===== src/rtl/rotary_encoder_emulator.sv =====
// CPU-driven rotary-encoder waveform generator: plays N quadrature detents in a chosen direction,
// optionally holding the push switch, then leaves a quiet gap before signalling completion.
module rotary_encoder_emulator #(
    parameter int unsigned STEP_DIV = 4096,
    parameter int unsigned SW_HOLD  = 65536
) (
    input  logic        clk,
    input  logic        reset_n,
    input  logic        cmd_wr_stb,
    input  logic [7:0]  cmd_data,
    input  logic        status_rd_stb,
    output logic [7:0]  status_reg,
    output logic        busy,
    output logic        done_stb,
    output logic        encoder_A,
    output logic        encoder_B,
    output logic        encoder_sw,
    output logic [15:0] test
);

    localparam int unsigned SETTLE_CYC = 4 * STEP_DIV;
    localparam int unsigned SETTLE_W   = $clog2(SETTLE_CYC);
    localparam int unsigned HOLD_W     = $clog2(SW_HOLD + 1);
    localparam int unsigned TMR_W      = (SETTLE_W > HOLD_W) ? SETTLE_W : HOLD_W;

    localparam logic [TMR_W-1:0] PH_LAST     = TMR_W'(STEP_DIV - 1);
    localparam logic [TMR_W-1:0] SETTLE_LAST = TMR_W'(SETTLE_CYC - 1);
    localparam logic [TMR_W-1:0] HOLD_LAST   = TMR_W'(SW_HOLD - 1);

    typedef enum logic [2:0] {
        S_IDLE    = 3'd0,
        S_PRESS   = 3'd1,
        S_ROTATE  = 3'd2,
        S_RELEASE = 3'd3,
        S_SETTLE  = 3'd4,
        S_DONE    = 3'd5
    } state_e;

    state_e             state_q, state_d;
    logic [TMR_W-1:0]   tmr_q, tmr_d;
    logic [5:0]         cnt_q, cnt_d;
    logic [1:0]         ab_q, ab_d;
    logic               dir_q, dir_d;
    logic               press_q, press_d;
    logic               rej_q, rej_d;
    logic               busy_q, busy_d;
    logic               done_q, done_d;
    logic               sw_q, sw_d;
    logic [1:0]         ab_next;
    logic               hold;

    // Next quadrature phase, {B,A}: cw 00->01->11->10, ccw 00->10->11->01
    always_comb begin
        ab_next = 2'b00;
        unique case ({dir_q, ab_q})
            3'b1_00: ab_next = 2'b01;
            3'b1_01: ab_next = 2'b11;
            3'b1_11: ab_next = 2'b10;
            3'b1_10: ab_next = 2'b00;
            3'b0_00: ab_next = 2'b10;
            3'b0_10: ab_next = 2'b11;
            3'b0_11: ab_next = 2'b01;
            3'b0_01: ab_next = 2'b00;
            default: ab_next = 2'b00;
        endcase
    end

    always_comb begin
        state_d = state_q;
        tmr_d   = tmr_q + TMR_W'(1);
        cnt_d   = cnt_q;
        ab_d    = ab_q;
        dir_d   = dir_q;
        press_d = press_q;
        hold    = 1'b0;

        unique case (state_q)
            S_IDLE: begin
                tmr_d = '0;
                if (cmd_wr_stb) begin
                    dir_d   = cmd_data[0];
                    press_d = cmd_data[1];
                    cnt_d   = cmd_data[7:2];
                    if (cmd_data[1])                 state_d = S_PRESS;
                    else if (cmd_data[7:2] != 6'd0)  state_d = S_ROTATE;
                    else                             state_d = S_SETTLE;
                end
            end
            S_PRESS: begin
                if (tmr_q == HOLD_LAST) begin
                    tmr_d   = '0;
                    state_d = (cnt_q != 6'd0) ? S_ROTATE : S_RELEASE;
                end
            end
            S_ROTATE: begin
                if (tmr_q == PH_LAST) begin
                    tmr_d = '0;
                    ab_d  = ab_next;
                    if (ab_next == 2'b00) begin
                        cnt_d = cnt_q - 6'd1;
                        if (cnt_q == 6'd1) state_d = press_q ? S_RELEASE : S_SETTLE;
                    end
                end
            end
            S_RELEASE: begin
                tmr_d   = '0;
                state_d = S_SETTLE;
            end
            S_SETTLE: begin
                if (tmr_q == SETTLE_LAST) begin
                    tmr_d   = '0;
                    state_d = S_DONE;
                end
            end
            S_DONE: begin
                tmr_d   = '0;
                state_d = S_IDLE;
            end
            default: begin
                tmr_d   = '0;
                state_d = S_IDLE;
            end
        endcase

        // A reject in the same cycle as a status read keeps the sticky bit set
        if (cmd_wr_stb && (state_q != S_IDLE)) rej_d = 1'b1;
        else if (status_rd_stb)                rej_d = 1'b0;
        else                                   rej_d = rej_q;

        busy_d = (state_d != S_IDLE);
        done_d = (state_d == S_DONE);

        // Switch stays held through the cycle the final 00 appears, released one cycle later
        hold = press_d && ((state_d == S_PRESS) || (state_d == S_ROTATE) || (state_q == S_ROTATE));
        sw_d = ~hold;
    end

    always_ff @(posedge clk or negedge reset_n) begin
        if (!reset_n) begin
            state_q <= S_IDLE;
            tmr_q   <= '0;
            cnt_q   <= 6'd0;
            ab_q    <= 2'b00;
            dir_q   <= 1'b0;
            press_q <= 1'b0;
            rej_q   <= 1'b0;
            busy_q  <= 1'b0;
            done_q  <= 1'b0;
            sw_q    <= 1'b1;
        end else begin
            state_q <= state_d;
            tmr_q   <= tmr_d;
            cnt_q   <= cnt_d;
            ab_q    <= ab_d;
            dir_q   <= dir_d;
            press_q <= press_d;
            rej_q   <= rej_d;
            busy_q  <= busy_d;
            done_q  <= done_d;
            sw_q    <= sw_d;
        end
    end

    assign encoder_A  = ab_q[0];
    assign encoder_B  = ab_q[1];
    assign encoder_sw = sw_q;
    assign busy       = busy_q;
    assign done_stb   = done_q;
    assign status_reg = {4'b0000, rej_q, press_q, dir_q, busy_q};
    assign test       = {4'b0000, rej_q, cnt_q, ab_q, state_q};

endmodule

===== config.mk =====
export PLATFORM = sky130hd
export DESIGN_NAME = rotary_encoder_emulator
export DESIGN_NICKNAME = d
export VERILOG_FILES = /design/src/rtl/rotary_encoder_emulator.sv
export SDC_FILE = /design/constraint.sdc
export NUM_CORES = 1
export LEC_CHECK = 0
export ABC_AREA = 0
export CAP_MARGIN = 20
export CORE_ASPECT_RATIO = 1.75
export CORE_MARGIN = 2
export CORE_UTILIZATION = 28
export CTS_CLUSTER_SIZE = 8
export DETAILED_ROUTE_END_ITERATION = 6
export PLACE_DENSITY_LB_ADDON = 0.3
export SETUP_SLACK_MARGIN = 0.05
export SLEW_MARGIN = 20
export SYNTH_ARGS = -nofsm -noshare
export SYNTH_HDL_FRONTEND = slang
export SYNTH_SLANG_ARGS = --single-unit

===== constraint.sdc =====
create_clock -name clk -period 3.4 [get_ports clk]
set_input_delay 0.34 -clock clk [delete_from_list [all_inputs] [get_ports clk]]
set_output_delay 0.34 -clock clk [all_outputs]
set_load 0.03 [all_outputs]

Word-level counts from Yosys, hierarchy flattened
Memories as Yosys holds them, arrays and structs flattened. Cells that the tools add are included.

Add/subtract/negate cells: 2. Eq/ne operators: 14. Muxes and demuxes: 23. Bitwise operators: 1. Reductions and logical operators: 15.

Operators by type and width (number): $mux W17 (3); $pmux W17 S3 (1); $mux W3 (9); $mux W6 (3); $add A17 B1 Y17 const B (1); $eq A17 B12 Y1 const B (1); $eq A17 B14 Y1 const B (1); $eq A17 B16 Y1 const B (1); $pmux W3 S5 (1); $pmux W6 S2 (1); $reduce_bool A6 Y1 (2); $eq A3 B2 Y1 const B (3); $eq A3 B1 Y1 const B (2); $eq A3 B3 Y1 const B (2); $eq A6 B1 Y1 const B (1); $ne A2 B2 Y1 const B (3); $reduce_bool A3 Y1 (2); $sub A6 B1 Y6 const B (1); $mux W1 (5); $reduce_and A2 Y1 (2); $reduce_and A4 Y1 (1); $reduce_bool A2 Y1 (2); $logic_not A3 Y1 (1); $logic_and A1 B1 Y1 (2); 3 further kinds (4).

Register bits after elaboration: 34. ROM bits: 16. Bits of input ports: 12. Output and inout port bits: 29. Memories: 1.

Memory list: (no name shown) (depth 8, width 2, read ports 1, clocked after memory_dff 0, write ports 0, line 55) `unique case ({dir_q, ab_q})`.

Longest topological paths before layout
Gate-level depths: netlist (run 1).

Depth after elaboration: 10. Mapped depth: 11. Mapped depth without buffers: 10.

Worst setup path before layout (run 1)
No wires, ideal clock.

Path type: register to register. From: register tmr_q[0]. To: register tmr_q[10]. Setup time: 0.121 ns. Arrival time: 2.237 ns. Setup slack: 1.042 ns. Stages on the path, launching flop included: 12. Path buffers: 1. Cell sequence: dfrtp_1 > ha_1 > nand3_1 > nor3_2 > and3_1 > and3_1 > ha_1 > nor2_1 > a31o_2 > a21oi_2 > buf_2 > nor2_1.

Word-level cells in the longest chain between the ends: 3.

RTL lines: from (decl) (line 40) `logic [TMR_W-1:0] tmr_q, tmr_d;`; from (signal assigned) (line 152) `tmr_q <= tmr_d;`; $add A17 B1 Y17 (tied with other cells) (line 70) `tmr_d = tmr_q + TMR_W'(1);`; $mux W17 (on tied branches) (line 110, 90, 96); $pmux W17 S3 * (line 77) `unique case (state_q)`; named net tmr_d[10] (line 40).

Mark *: on every way through the listed nets, which the timed path passes. The rest lies on a longest branch. A chain may end at the register's enable or synchronous reset.

Final worst setup path (run 1)
From: register tmr_q[0]. To: register tmr_q[7].

The elaborated chain is that of the path after synthesis.

==> results of run 1 <==
==> layer usage <==
layer | wire length (um) | share of wire
met4 | 113 | 0.025
met3 | 177 | 0.040
met5 | 0 | 0
met2 | 2450 | 0.55
met1 | 1700 | 0.38
==> sequential cells by signal, indices dropped and copies added (netlist names) <==
name,count
rej_q,1
done_stb,1
tmr_q,17
ab_q,2
dir_q,1
encoder_sw,1
cnt_q,6
busy,1
press_q,1
state_q,3
==> worst min path at each step <==
stage                   from        to  slack (ns)  cells past startpoint
CTS                  reset_n     dir_q        0.50                      2
floorplan            reset_n   ab_q[0]        0.04                      0
global route        tmr_q[0]  tmr_q[0]        0.52                      1
finish               reset_n     dir_q        0.48                      2
detailed placement  tmr_q[0]  tmr_q[0]        0.49                      1
global placement    tmr_q[0]  tmr_q[0]        0.47                      1
==> power by group <==
part	switching [W]	internal (W)
clock	0.000170	0.000440
combinational	0.000475	0.000296
sequential	0.000125	0.000492
==> stage by stage <==
step	setup WS, ns	hold slack [ns]	total power, W	cell area (um2)	cells
after CTS	0.649	0.496	0.00202	2490	330
after global placement	0.746	0.466	0.00139	2290	322
final	0.690	0.475	0.00200	2490	330
after global routing	0.419	0.523	0.00211	2490	330
after floorplan	1.04	0.0444	0.00115	1990	224
after detailed placement	0.662	0.489	0.00140	2290	322
==> worst register-to-register path, delay by kind of cell, from the launching register on <==
kind,cells,cell delay (ns)
AOI/OAI and AO/OA,2,0.73
adders and majority gates,2,0.39
DFF,1,0.38
and+or+nand+nor,6,1.07
==> Yosys cell counts, types with 2 or more instances <==
cell and number:
sky130_fd_sc_hd__nor3b_1 2, sky130_fd_sc_hd__nor4_1 2, sky130_fd_sc_hd__dfrtp_1 33, sky130_fd_sc_hd__buf_4 15
sky130_fd_sc_hd__o22ai_1 2, sky130_fd_sc_hd__buf_2 3, sky130_fd_sc_hd__nand3_1 8, sky130_fd_sc_hd__nor2_1 36
sky130_fd_sc_hd__nor2b_1 2, sky130_fd_sc_hd__xnor2_1 10, sky130_fd_sc_hd__ha_1 6, sky130_fd_sc_hd__nor3_1 5
sky130_fd_sc_hd__nand2_1 14, sky130_fd_sc_hd__a21oi_1 9, sky130_fd_sc_hd__o21ai_0 13, sky130_fd_sc_hd__or2_2 2
sky130_fd_sc_hd__inv_1 10, sky130_fd_sc_hd__xor2_1 6, sky130_fd_sc_hd__nand4_1 4, sky130_fd_sc_hd__and3_1 9
sky130_fd_sc_hd__and2_1 2
==> layout by cell type, fill, tap and decap left out, types with 2 or more instances in the layout <==
cell type,Yosys,layout
sky130_fd_sc_hd__nor2_1,36,36
sky130_fd_sc_hd__nand2_1,14,14
sky130_fd_sc_hd__ha_1,6,6
sky130_fd_sc_hd__and2_1,2,2
sky130_fd_sc_hd__o21ai_0,13,13
sky130_fd_sc_hd__nor3b_1,2,2
sky130_fd_sc_hd__nor3_1,5,5
sky130_fd_sc_hd__clkdlybuf4s50_1,0,32
sky130_fd_sc_hd__xnor2_1,10,10
sky130_fd_sc_hd__nand3_1,8,8
sky130_fd_sc_hd__inv_1,10,10
sky130_fd_sc_hd__bufinv_16,0,2
sky130_fd_sc_hd__o22ai_1,2,2
sky130_fd_sc_hd__nor2b_1,2,2
sky130_fd_sc_hd__or2_2,2,2
sky130_fd_sc_hd__a21oi_1,9,9
sky130_fd_sc_hd__conb_1,1,8
sky130_fd_sc_hd__dfrtp_1,33,33
sky130_fd_sc_hd__nand4_1,4,4
sky130_fd_sc_hd__xor2_1,6,6
sky130_fd_sc_hd__nor4_1,2,2
sky130_fd_sc_hd__and3_1,9,9
sky130_fd_sc_hd__clkbuf_16,0,5
==> cell families after synthesis <==
logic type      after synthesis
mux                           2
flops                        34
simple gates                 95
fa+ha+maj                     6
other cells                   1
compound gates               34
buf+inv                      29
xor+xnor                     16
==> area by class of cell <==
class | count | share of cell area
clock buffers | 6 | 0.0558
clock inverters | 2 | 0.0241
inverters | 10 | 0.0151
multi-input cells | 161 | 0.389
flip-flops and latches | 34 | 0.342
well taps | 84 | 0.0422
repair buffers | 33 | 0.132
==> flow_results.xml, run 1 <==
<?xml version="1.0" encoding="UTF-8"?>
<metrics>
  <group name="route">
    <metric name="vias_per_std_cell" unit="">4.82</metric>
    <metric name="drt-pass1-iter-count" unit="">4</metric>
    <metric name="via_count" unit="">1592</metric>
    <metric name="wire_per_inst" unit="um">13.5</metric>
    <metric name="ant_nets" unit="">0</metric>
    <metric name="remaining_drc_errors" unit="">0</metric>
    <metric name="wl" unit="mm">4.44</metric>
    <metric name="dr.first_iter.drc_count" unit="">115</metric>
  </group>
  <group name="worst_setup_path">
    <metric name="rr_worst_depth" unit="">10</metric>
    <metric name="critPathCaptureType" unit="">register</metric>
    <metric name="worst_path_largest_cell_delay" unit="ns">0.52</metric>
    <metric name="crit_start" unit="">tmr_q[0]</metric>
    <metric name="reg2reg_slack" unit="ns">0.69</metric>
    <metric name="path_depth" unit="">10</metric>
    <metric name="worst-endpoint-arrival" unit="ns">2.84</metric>
    <metric name="critPathKind" unit="">register to register</metric>
    <metric name="cp_cell_sequence" unit="">ha_1 &gt; nand3_1 &gt; nor3_2 &gt; and3_1 &gt; and3_1 &gt; ha_1 &gt; nor2_1 &gt; a31o_2 &gt; a21oi_2 &gt; nor2_1</metric>
    <metric name="worstSetupEndpoint" unit="">tmr_q[7]</metric>
    <metric name="crit_slowest_cell" unit="">sky130_fd_sc_hd__a21oi_2</metric>
    <metric name="r2r_start" unit="">tmr_q[0]</metric>
    <metric name="critical_path_required" unit="ns">3.53</metric>
    <metric name="worst-path-buf-inv" unit="">0</metric>
    <metric name="start_kind" unit="">register</metric>
    <metric name="critical-path-top-delay-family" unit="">simple AND/OR/NAND/NOR gates</metric>
    <metric name="rr_endpoint" unit="">tmr_q[7]</metric>
    <metric name="timing.critical_path.fanout_max" unit="">16</metric>
  </group>
  <group name="global_routing">
    <metric name="gr-usage-met2" unit="">0.234</metric>
    <metric name="top_usage_layer" unit="">met2</metric>
    <metric name="first_global_vias" unit="">1592</metric>
    <metric name="grtUsageMet1" unit="">0.137</metric>
    <metric name="gr-usage-all-layers" unit="">0.128</metric>
    <metric name="wire_length_of_the_first_global_routing_pass" unit="mm">7.55</metric>
    <metric name="grtUsageMet3" unit="">0.0274</metric>
    <metric name="grt.overflow.total" unit="">0</metric>
    <metric name="grt_antenna_before_repair" unit="">0</metric>
    <metric name="pin_count_of_the_biggest_net_entering_global_routing" unit="">35</metric>
  </group>
  <group name="sta">
    <metric name="endpoints_failing_hold" unit="">0</metric>
    <metric name="timing.final.setup_violations" unit="">0</metric>
    <metric name="fin_tns_setup" unit="ns">0</metric>
    <metric name="timing_worst_slew_pin_value" unit="ns">0.744</metric>
    <metric name="fmaxAchievable" unit="MHz">369</metric>
    <metric name="layout_worst_path_cycle_share" unit="">0.797</metric>
    <metric name="slew_headroom" unit="">0.499</metric>
    <metric name="fin_crit" unit="ns">2.71</metric>
    <metric name="unrepaired_setup_endpoints_after_global_routing" unit="">false</metric>
    <metric name="slew_violations" unit="">0</metric>
    <metric name="skew" unit="ns">0.00643</metric>
  </group>
  <group name="yosys">
    <metric name="cell_taking_the_most_area_after_synthesis" unit="">sky130_fd_sc_hd__dfrtp_1</metric>
    <metric name="synth_compound_area_frac" unit="">0.108</metric>
    <metric name="synth-simple-area-share" unit="">0.249</metric>
    <metric name="postSynthRegisterBits" unit="">34</metric>
    <metric name="synth_area_leaders" unit="">sky130_fd_sc_hd__dfrtp_1 42%, sky130_fd_sc_hd__nor2_1 6.9%, sky130_fd_sc_hd__buf_4 5.7%</metric>
    <metric name="post_synth_num_cell_types" unit="">45</metric>
    <metric name="synthFlopType" unit="">sky130_fd_sc_hd__dfrtp_1</metric>
    <metric name="synth_edf_count" unit="">0</metric>
    <metric name="synth-adder-area-share" unit="">0.0382</metric>
    <metric name="async_flop_share" unit="">1.00</metric>
    <metric name="synthesis.area_per_instance" unit="um2">9.05</metric>
    <metric name="netlist_area" unit="um2">1960</metric>
    <metric name="yosys-mux-area-fraction" unit="">0.0115</metric>
    <metric name="proportion_of_netlist_area_held_by_the_largest_area_contributor" unit="">0.421</metric>
    <metric name="yosys_warnings" unit="">0</metric>
    <metric name="synth_xor_area_frac" unit="">0.0714</metric>
    <metric name="synth_top_family_by_area" unit="">simple AND/OR/NAND/NOR gates</metric>
    <metric name="synth.yosys.seq_area_share" unit="">0.434</metric>
    <metric name="post_synth_inst_count" unit="">217</metric>
  </group>
  <group name="cts">
    <metric name="cts_buf_count" unit="">5</metric>
    <metric name="path_clk_slew" unit="ns">0.06</metric>
    <metric name="post_cts_resize_count" unit="">0</metric>
    <metric name="root_buffer" unit="">sky130_fd_sc_hd__clkbuf_16</metric>
    <metric name="clk_latency" unit="ns">0.28</metric>
    <metric name="cts.repair_timing.setup_buffer_count" unit="">0</metric>
    <metric name="post_cts_hold_buffer_count" unit="">0</metric>
    <metric name="htree_levels" unit="">2</metric>
    <metric name="clockBufferDepth" unit="">2</metric>
    <metric name="tritoncts_num_sinks" unit="">34</metric>
    <metric name="cts_tree" unit="">done</metric>
  </group>
  <group name="power_and_ir_drop">
    <metric name="ir_worst_vdd" unit="V">0.000237</metric>
    <metric name="power_density_of_the_placed_cells" unit="nW/um2">802</metric>
    <metric name="power.static_leakage" unit="nW">1.09</metric>
  </group>
  <group name="job">
    <metric name="drv.max_cap_violation_count" unit="">0</metric>
  </group>
  <group name="placement">
    <metric name="hpwl" unit="mm">3.32</metric>
    <metric name="placement.io_buffers" unit="">32</metric>
    <metric name="globalplace.congestion" unit="">0.805</metric>
  </group>
  <group name="die">
    <metric name="fp.dieArea" unit="um2">7720</metric>
    <metric name="fp.dieH" unit="um">115</metric>
    <metric name="die_width" unit="um">67.3</metric>
    <metric name="io_pins" unit="">41</metric>
    <metric name="floorplan.rows" unit="">40</metric>
    <metric name="floorplan.initialDensity" unit="">0.288</metric>
    <metric name="fp.coreArea" unit="um2">6810</metric>
  </group>
  <group name="cells_and_area">
    <metric name="multi_input_comb_area" unit="um2">968</metric>
    <metric name="areaGrowthSynthToFinish" unit="%">26.8</metric>
    <metric name="fin_util" unit="">0.366</metric>
    <metric name="n_antenna_cell" unit="">0</metric>
    <metric name="post_route_cells_drive_above_1_share" unit="">0.0772</metric>
    <metric name="fillers" unit="">717</metric>
    <metric name="seq_area" unit="um2">852</metric>
    <metric name="num-nets-final" unit="">263</metric>
  </group>
  <group name="hold_path">
    <metric name="holdCritPathClass" unit="">input port to async pin</metric>
  </group>
  <group name="run_status">
    <metric name="run_status" unit="">completed</metric>
  </group>
</metrics>
(Power assumes the default switching activity.)
==> inputs of run 2 (changes only) <==
clock period = 2.26 ns   (was 3.4 ns; I/O delays follow)
==> flow_results.xml, run 2 (synthesized netlist as in run 1, its figures left out) <==
<?xml version="1.0" encoding="UTF-8"?>
<metrics>
  <group name="cts">
    <metric name="tritoncts_num_sinks" unit="">34</metric>
    <metric name="htree_levels" unit="">2</metric>
    <metric name="post_cts_hold_buffer_count" unit="">0</metric>
    <metric name="clockBufferDepth" unit="">2</metric>
    <metric name="root_buffer" unit="">sky130_fd_sc_hd__clkbuf_16</metric>
    <metric name="path_clk_slew" unit="ns">0.05</metric>
    <metric name="clk_latency" unit="ns">0.28</metric>
    <metric name="cts_tree" unit="">done</metric>
    <metric name="cts_buf_count" unit="">5</metric>
  </group>
  <group name="sta">
    <metric name="unrepaired_setup_endpoints_after_global_routing" unit="">true</metric>
    <metric name="timing_worst_slew_pin_value" unit="ns">0.530</metric>
    <metric name="fmaxAchievable" unit="MHz">450</metric>
    <metric name="timing.final.setup_violations" unit="">0</metric>
    <metric name="hold_ws" unit="ns">0.365</metric>
    <metric name="slew_violations" unit="">0</metric>
    <metric name="skew" unit="ns">0.00708</metric>
    <metric name="postLayoutSetupSlackWorst" unit="ns">0.0373</metric>
    <metric name="layout_worst_path_cycle_share" unit="">0.983</metric>
    <metric name="fin_tns_setup" unit="ns">0</metric>
    <metric name="slew_headroom" unit="">0.638</metric>
    <metric name="fin_crit" unit="ns">2.22</metric>
    <metric name="endpoints_failing_hold" unit="">0</metric>
  </group>
  <group name="placement">
    <metric name="placement.io_buffers" unit="">32</metric>
    <metric name="globalplace.congestion" unit="">0.802</metric>
    <metric name="hpwl" unit="mm">3.42</metric>
    <metric name="pre_cts_slack" unit="ns">-0.00685</metric>
    <metric name="place_area" unit="um2">2400</metric>
  </group>
  <group name="die">
    <metric name="floorplan.initialDensity" unit="">0.288</metric>
    <metric name="floorplan.rows" unit="">40</metric>
    <metric name="fp.dieH" unit="um">115</metric>
    <metric name="fp.dieArea" unit="um2">7720</metric>
    <metric name="die_width" unit="um">67.3</metric>
    <metric name="fp.coreArea" unit="um2">6810</metric>
    <metric name="io_pins" unit="">41</metric>
  </group>
  <group name="cells_and_area">
    <metric name="register_with_the_most_flip_flops" unit="">tmr_q</metric>
    <metric name="layout.cells.most_common" unit="">sky130_fd_sc_hd__dfrtp_1</metric>
    <metric name="areaGrowthSynthToFinish" unit="%">40.2</metric>
    <metric name="num-nets-final" unit="">286</metric>
    <metric name="largest_register_ff_count" unit="">17</metric>
    <metric name="n_antenna_cell" unit="">0</metric>
    <metric name="post_route_cells_drive_above_1_share" unit="">0.204</metric>
    <metric name="layout.cells.most_common_list" unit="">33 x sky130_fd_sc_hd__dfrtp_1, 32 x sky130_fd_sc_hd__clkdlybuf4s50_1, 31 x sky130_fd_sc_hd__nor2_1</metric>
    <metric name="reg_top3" unit="">tmr_q: 17 flops, cnt_q: 6 flops, state_q: 3 flops</metric>
    <metric name="final_design_area_no_fill" unit="um2">2750</metric>
  </group>
  <group name="route">
    <metric name="wire_per_inst" unit="um">14.3</metric>
    <metric name="dr.first_iter.drc_count" unit="">57</metric>
    <metric name="drt-pass1-iter-count" unit="">5</metric>
    <metric name="vias_per_std_cell" unit="">4.74</metric>
    <metric name="remaining_drc_errors" unit="">0</metric>
    <metric name="via_count" unit="">1672</metric>
    <metric name="wl" unit="mm">5.06</metric>
    <metric name="ant_nets" unit="">0</metric>
  </group>
  <group name="global_routing">
    <metric name="top_usage_layer" unit="">met2</metric>
    <metric name="grt_antenna_before_repair" unit="">0</metric>
    <metric name="grtUsageMet1" unit="">0.132</metric>
    <metric name="grtUsageMet3" unit="">0.0274</metric>
    <metric name="gr-usage-all-layers" unit="">0.130</metric>
    <metric name="first_global_vias" unit="">1646</metric>
    <metric name="grt.overflow.total" unit="">0</metric>
    <metric name="pin_count_of_the_biggest_net_entering_global_routing" unit="">35</metric>
    <metric name="wire_length_of_the_first_global_routing_pass" unit="mm">7.60</metric>
    <metric name="gr-usage-met2" unit="">0.251</metric>
  </group>
  <group name="hold_path">
    <metric name="holdCritPathClass" unit="">input port to async pin</metric>
  </group>
  <group name="worst_setup_path">
    <metric name="worst-endpoint-arrival" unit="ns">2.39</metric>
    <metric name="critPathKind" unit="">register to register</metric>
    <metric name="timing.critical_path.fanout_max" unit="">8</metric>
    <metric name="start_kind" unit="">register</metric>
    <metric name="critical_path_required" unit="ns">2.43</metric>
    <metric name="critPathCaptureType" unit="">register</metric>
  </group>
  <group name="power_and_ir_drop">
    <metric name="ir_worst_vdd" unit="V">0.000350</metric>
    <metric name="power.static_leakage" unit="nW">1.22</metric>
    <metric name="p_int" unit="W">0.00183</metric>
    <metric name="power_density_of_the_placed_cells" unit="nW/um2">1120</metric>
    <metric name="power.switching_fraction" unit="">0.409</metric>
    <metric name="flop_pwr_share" unit="">0.288</metric>
    <metric name="comb_power_share" unit="">0.488</metric>
    <metric name="switch_pwr" unit="W">0.00127</metric>
    <metric name="clock_power_share" unit="">0.224</metric>
  </group>
  <group name="job">
    <metric name="drv.max_cap_violation_count" unit="">0</metric>
  </group>
  <group name="run_status">
    <metric name="run_status" unit="">completed</metric>
  </group>
</metrics>
-- run 2: power groups by stage --
stage               clock, W  sequential (W)  combinational (W)
floorplan                  0         0.00104           0.000718
global placement           0        0.000897            0.00134
detailed placement         0        0.000897            0.00135
CTS                 0.000708        0.000888            0.00136
global route        0.000737        0.000911            0.00163
finish              0.000693        0.000889            0.00151
-- run 2: repair_timing --
item | CTS | global route
endpoints found under the hold margin | 0 | 0
pin swaps | 0 | 9
setup endpoints to repair | 1 | 23
buffers inserted | 0 | 12
cloned | 0 | 1
gates resized for setup | 1 | 17
-- run 2: final timing paths --
path / start / to / slack [ns] / cells after the start
min reg2reg: rej_q / rej_q / 0.55 / 2
min: reset_n / tmr_q[11] / 0.37 / 2
max reg2reg: tmr_q[0] / tmr_q[14] / 0.04 / 11
max: tmr_q[0] / tmr_q[14] / 0.04 / 11
min in group clk: cmd_data[0] / dir_q / 0.49 / 3
max in group asynchronous: reset_n / encoder_sw / 1.55 / 2
-- run 2: layout make-up --
type	instances	area, um2
clock buffers	6	139
clock inverters	2	12.5
fillers	729	4060
inverters	10	37.5
multi-input cells	161	1070
flip-flops and latches	34	852
well taps	84	105
repair buffers	56	531
-- run 2: routing by layer --
metal / wire, um / vias to the layer above / part of all wire
met4: 80 / 0 / 0.016
met1: 1920 / 812 / 0.38
met3: 156 / 8 / 0.031
met2: 2900 / 29 / 0.57
met5: 0 / - / 0
li1: - / 823 / -
-- run 2: critical path: stages, from the launching register on --
cell,delay [ns]
sky130_fd_sc_hd__dfrtp_1,0.41
sky130_fd_sc_hd__ha_4,0.17
sky130_fd_sc_hd__nand3_4,0.09
sky130_fd_sc_hd__nor3_4,0.18
sky130_fd_sc_hd__and3_4,0.21
sky130_fd_sc_hd__and3_4,0.21
sky130_fd_sc_hd__ha_4,0.14
sky130_fd_sc_hd__nor2_2,0.03
sky130_fd_sc_hd__a31o_2,0.23
sky130_fd_sc_hd__a21oi_4,0.20
sky130_fd_sc_hd__clkbuf_16,0.20
sky130_fd_sc_hd__nor2_1,0.05
-- run 2: through the flow --
stage          total power [W]  cells   util
2_1_floorplan          0.00176    224      -
3_3_place_gp           0.00224    332  0.352
3_5_place_dp           0.00225    332  0.352
4_1_cts                0.00295    340  0.374
5_1_grt                0.00328    353  0.404
6_report               0.00309    353  0.404
==> inputs of run 3 (changes only) <==
HOLD_SLACK_MARGIN = 0.15   (was default)
==> results of run 3 <==
The final DEF is identical to that of run 2; final timing and power are the same.
==> RTL change: new RTL, flow settings as in run 2 <==
Register the output `status_reg`, cleared by the reset; this adds one clock of latency there. The other outputs are not delayed to match.
--- a/src/rtl/rotary_encoder_emulator.sv
+++ b/src/rtl/rotary_encoder_emulator.sv
@@ -166,7 +166,13 @@
     assign encoder_sw = sw_q;
     assign busy       = busy_q;
     assign done_stb   = done_q;
-    assign status_reg = {4'b0000, rej_q, press_q, dir_q, busy_q};
+    always_ff @(posedge clk or negedge reset_n) begin
+        if (!reset_n) begin
+            status_reg <= '0;
+        end else begin
+            status_reg <= {4'b0000, rej_q, press_q, dir_q, busy_q};
+        end
+    end
     assign test       = {4'b0000, rej_q, cnt_q, ab_q, state_q};
 
 endmodule
Formal check against the unedited RTL: not equivalent (a bounded check fails within 4 cycles, from zero or initial values and one cycle with reset_n low).
==> RTL change against run 2 <==
Die area up 3.6%. Hold slack worse by 0.30 ns. Sequential share of layout area up 2.4 points. Wire length up 0.40%. Area after synthesis up 3.8%. Final area up 3.7%. Sequential cell count up 4. Setup slack better by 0.10 ns. Power down 0.56%. Largest power group unchanged.
==> RTL change: results (changes against run 2) <==
{
  "synth.cells.most_frequent": "sky130_fd_sc_hd__dfrtp_1, sky130_fd_sc_hd__a21oi_1, sky130_fd_sc_hd__nor2_1",
  "numPlacedInstances": {"value": 348, "change": "+4.8%"},
  "routed_wirelength": {"value": 5080, "unit": "microns", "change": "+0.40%"},
  "grt_util_all_layers": {"value": 13.7, "unit": "%", "change": "+0.64 points"},
  "status": "completed",
  "synth-adder-area-share": {"value": 3.69, "unit": "%", "change": "-0.14 points"},
  "wl_met3": {"value": 175, "unit": "microns", "change": "+12%"},
  "setup.reg_to_reg.worst_slack": {"value": 0.14, "unit": "ns", "change": "+0.10 ns"},
  "grt_max_degree": {"value": 39, "change": "+11%"},
  "worst_setup_slack_post_dpl": {"value": -0.0494, "unit": "ns", "change": "-0.0425 ns"},
  "num-nets-final": {"value": 294, "change": "+2.8%"},
  "worstPathMaxFanout": {"value": 3, "change": "-5"},
  "post_synth_inst_count": {"value": 215, "change": "-0.92%"},
  "place_congestion": {"value": 0.950, "change": "+18%"},
  "wl_met1": {"value": 1940, "unit": "microns", "change": "+1.3%"},
  "wl_per_cell": {"value": 14.0, "unit": "microns", "change": "-2.4%"},
  "tightestPinTransition": {"value": 0.857, "unit": "ns", "change": "+0.327 ns"},
  "synth_seq_area_share": {"value": 46.7, "unit": "%", "change": "+3.3 points"},
  "grt_first_pass_wirelength": {"value": 8270, "unit": "microns", "change": "+8.8%"},
  "viasPerCell": {"value": 4.97, "change": "+4.9%"},
  "worst_r2r_startpoint": "tmr_q[8]",
  "post_synth_xor_area_fraction": {"value": 6.88, "unit": "%", "change": "-0.26 points"},
  "netlist-cell-type-count": {"value": 46, "change": "+2.2%"},
  "detailedPlacementHpwl": {"value": 3870, "unit": "microns", "change": "+13%"},
  "timing.critical_path.arrival": {"value": 2.27, "unit": "ns", "change": "-0.12 ns"},
  "worst_r2r_path_depth": {"value": 8, "change": "-3"},
  "via_count_of_the_first_global_routing_pass": {"value": 1860, "change": "+13%"},
  "synth_compound_area_share": {"value": 16.1, "unit": "%", "change": "+5.3 points"},
  "synthMuxAreaShare": {"value": 1.11, "unit": "%", "change": "-0.042 points"},
  "synthTopCellsByArea": "sky130_fd_sc_hd__dfrtp_1, sky130_fd_sc_hd__a21oi_1, sky130_fd_sc_hd__xnor2_1, sky130_fd_sc_hd__buf_4, sky130_fd_sc_hd__ha_1",
  "drtPass1Iterations": {"value": 4, "change": "-1"},
  "filler_cell_count": {"value": 728, "change": "-0.14%"}
}
RTL change: layer usage:
metal | vias up | global-route usage [%]
met5 | - | 0
met4 | 0 | 6.67
met3 | 14 | 2.39
met2 | 43 | 24.9
met1 | 872 | 14.6
li1 | 875 | -
RTL change: area by class of cell:
class | instances | area, sq um | area share (%)
Clock buffer | 7 | 143 | 5.00
Clock inverter | 1 | 5.00 | 0.175
Inverter | 9 | 33.8 | 1.18
Multi-Input combinational cell | 157 | 1050 | 36.8
Sequential cell | 38 | 952 | 33.4
Tap cell | 86 | 108 | 3.77
Timing Repair Buffer | 65 | 563 | 19.7
RTL change: where the power goes:
group | leakage (uW) | switching, uW | internal [uW]
clock network | 0.0000739 | 257 | 437
logic | 0.000652 | 815 | 573
registers | 0.000497 | 147 | 846
RTL change: how the worst max path moves through the flow:
stage,cells after the start,to,from,slack [ns]
6_report,8,busy,tmr_q[8],0.14
5_1_grt,8,busy,tmr_q[7],0.04
4_1_cts,7,ab_q[1],tmr_q[0],0.05
3_5_place_dp,8,busy,tmr_q[11],-0.05
3_3_place_gp,8,busy,tmr_q[11],0.04
2_1_floorplan,9,busy,tmr_q[0],0.04
RTL change: timing repair:
action,in CTS,in global routing
setup endpoints to repair,8,7
pin swaps,7,3
resized for setup,1,4
setup buffers,4,3
RTL change: cell families after synthesis:
family | Yosys count
compound gates | 54
simple gates | 71
other cells | 1
xor+xnor | 16
buf+inv | 27
flops | 38
mux | 2
fa+ha+maj | 6
RTL change: worst max-delay path, cell delays in order (launching register included):
cell                       delay (ns)
sky130_fd_sc_hd__dfrtp_1         0.35
sky130_fd_sc_hd__nand4_1         0.19
sky130_fd_sc_hd__nor3_4          0.25
sky130_fd_sc_hd__and3_4          0.21
sky130_fd_sc_hd__and3_4          0.20
sky130_fd_sc_hd__ha_4            0.13
sky130_fd_sc_hd__a21oi_2         0.05
sky130_fd_sc_hd__or4_4           0.42
sky130_fd_sc_hd__nand4b_1        0.19
RTL change: stage by stage:
stage	utilization (%)	instance area, sq um	power (uW)
finish	40.0	2850	3080
global placement	36.9	2630	2370
global route	40.0	2850	3260
detailed placement	36.9	2630	2390
floorplan	-	2120	1810
CTS	39.4	2810	3110
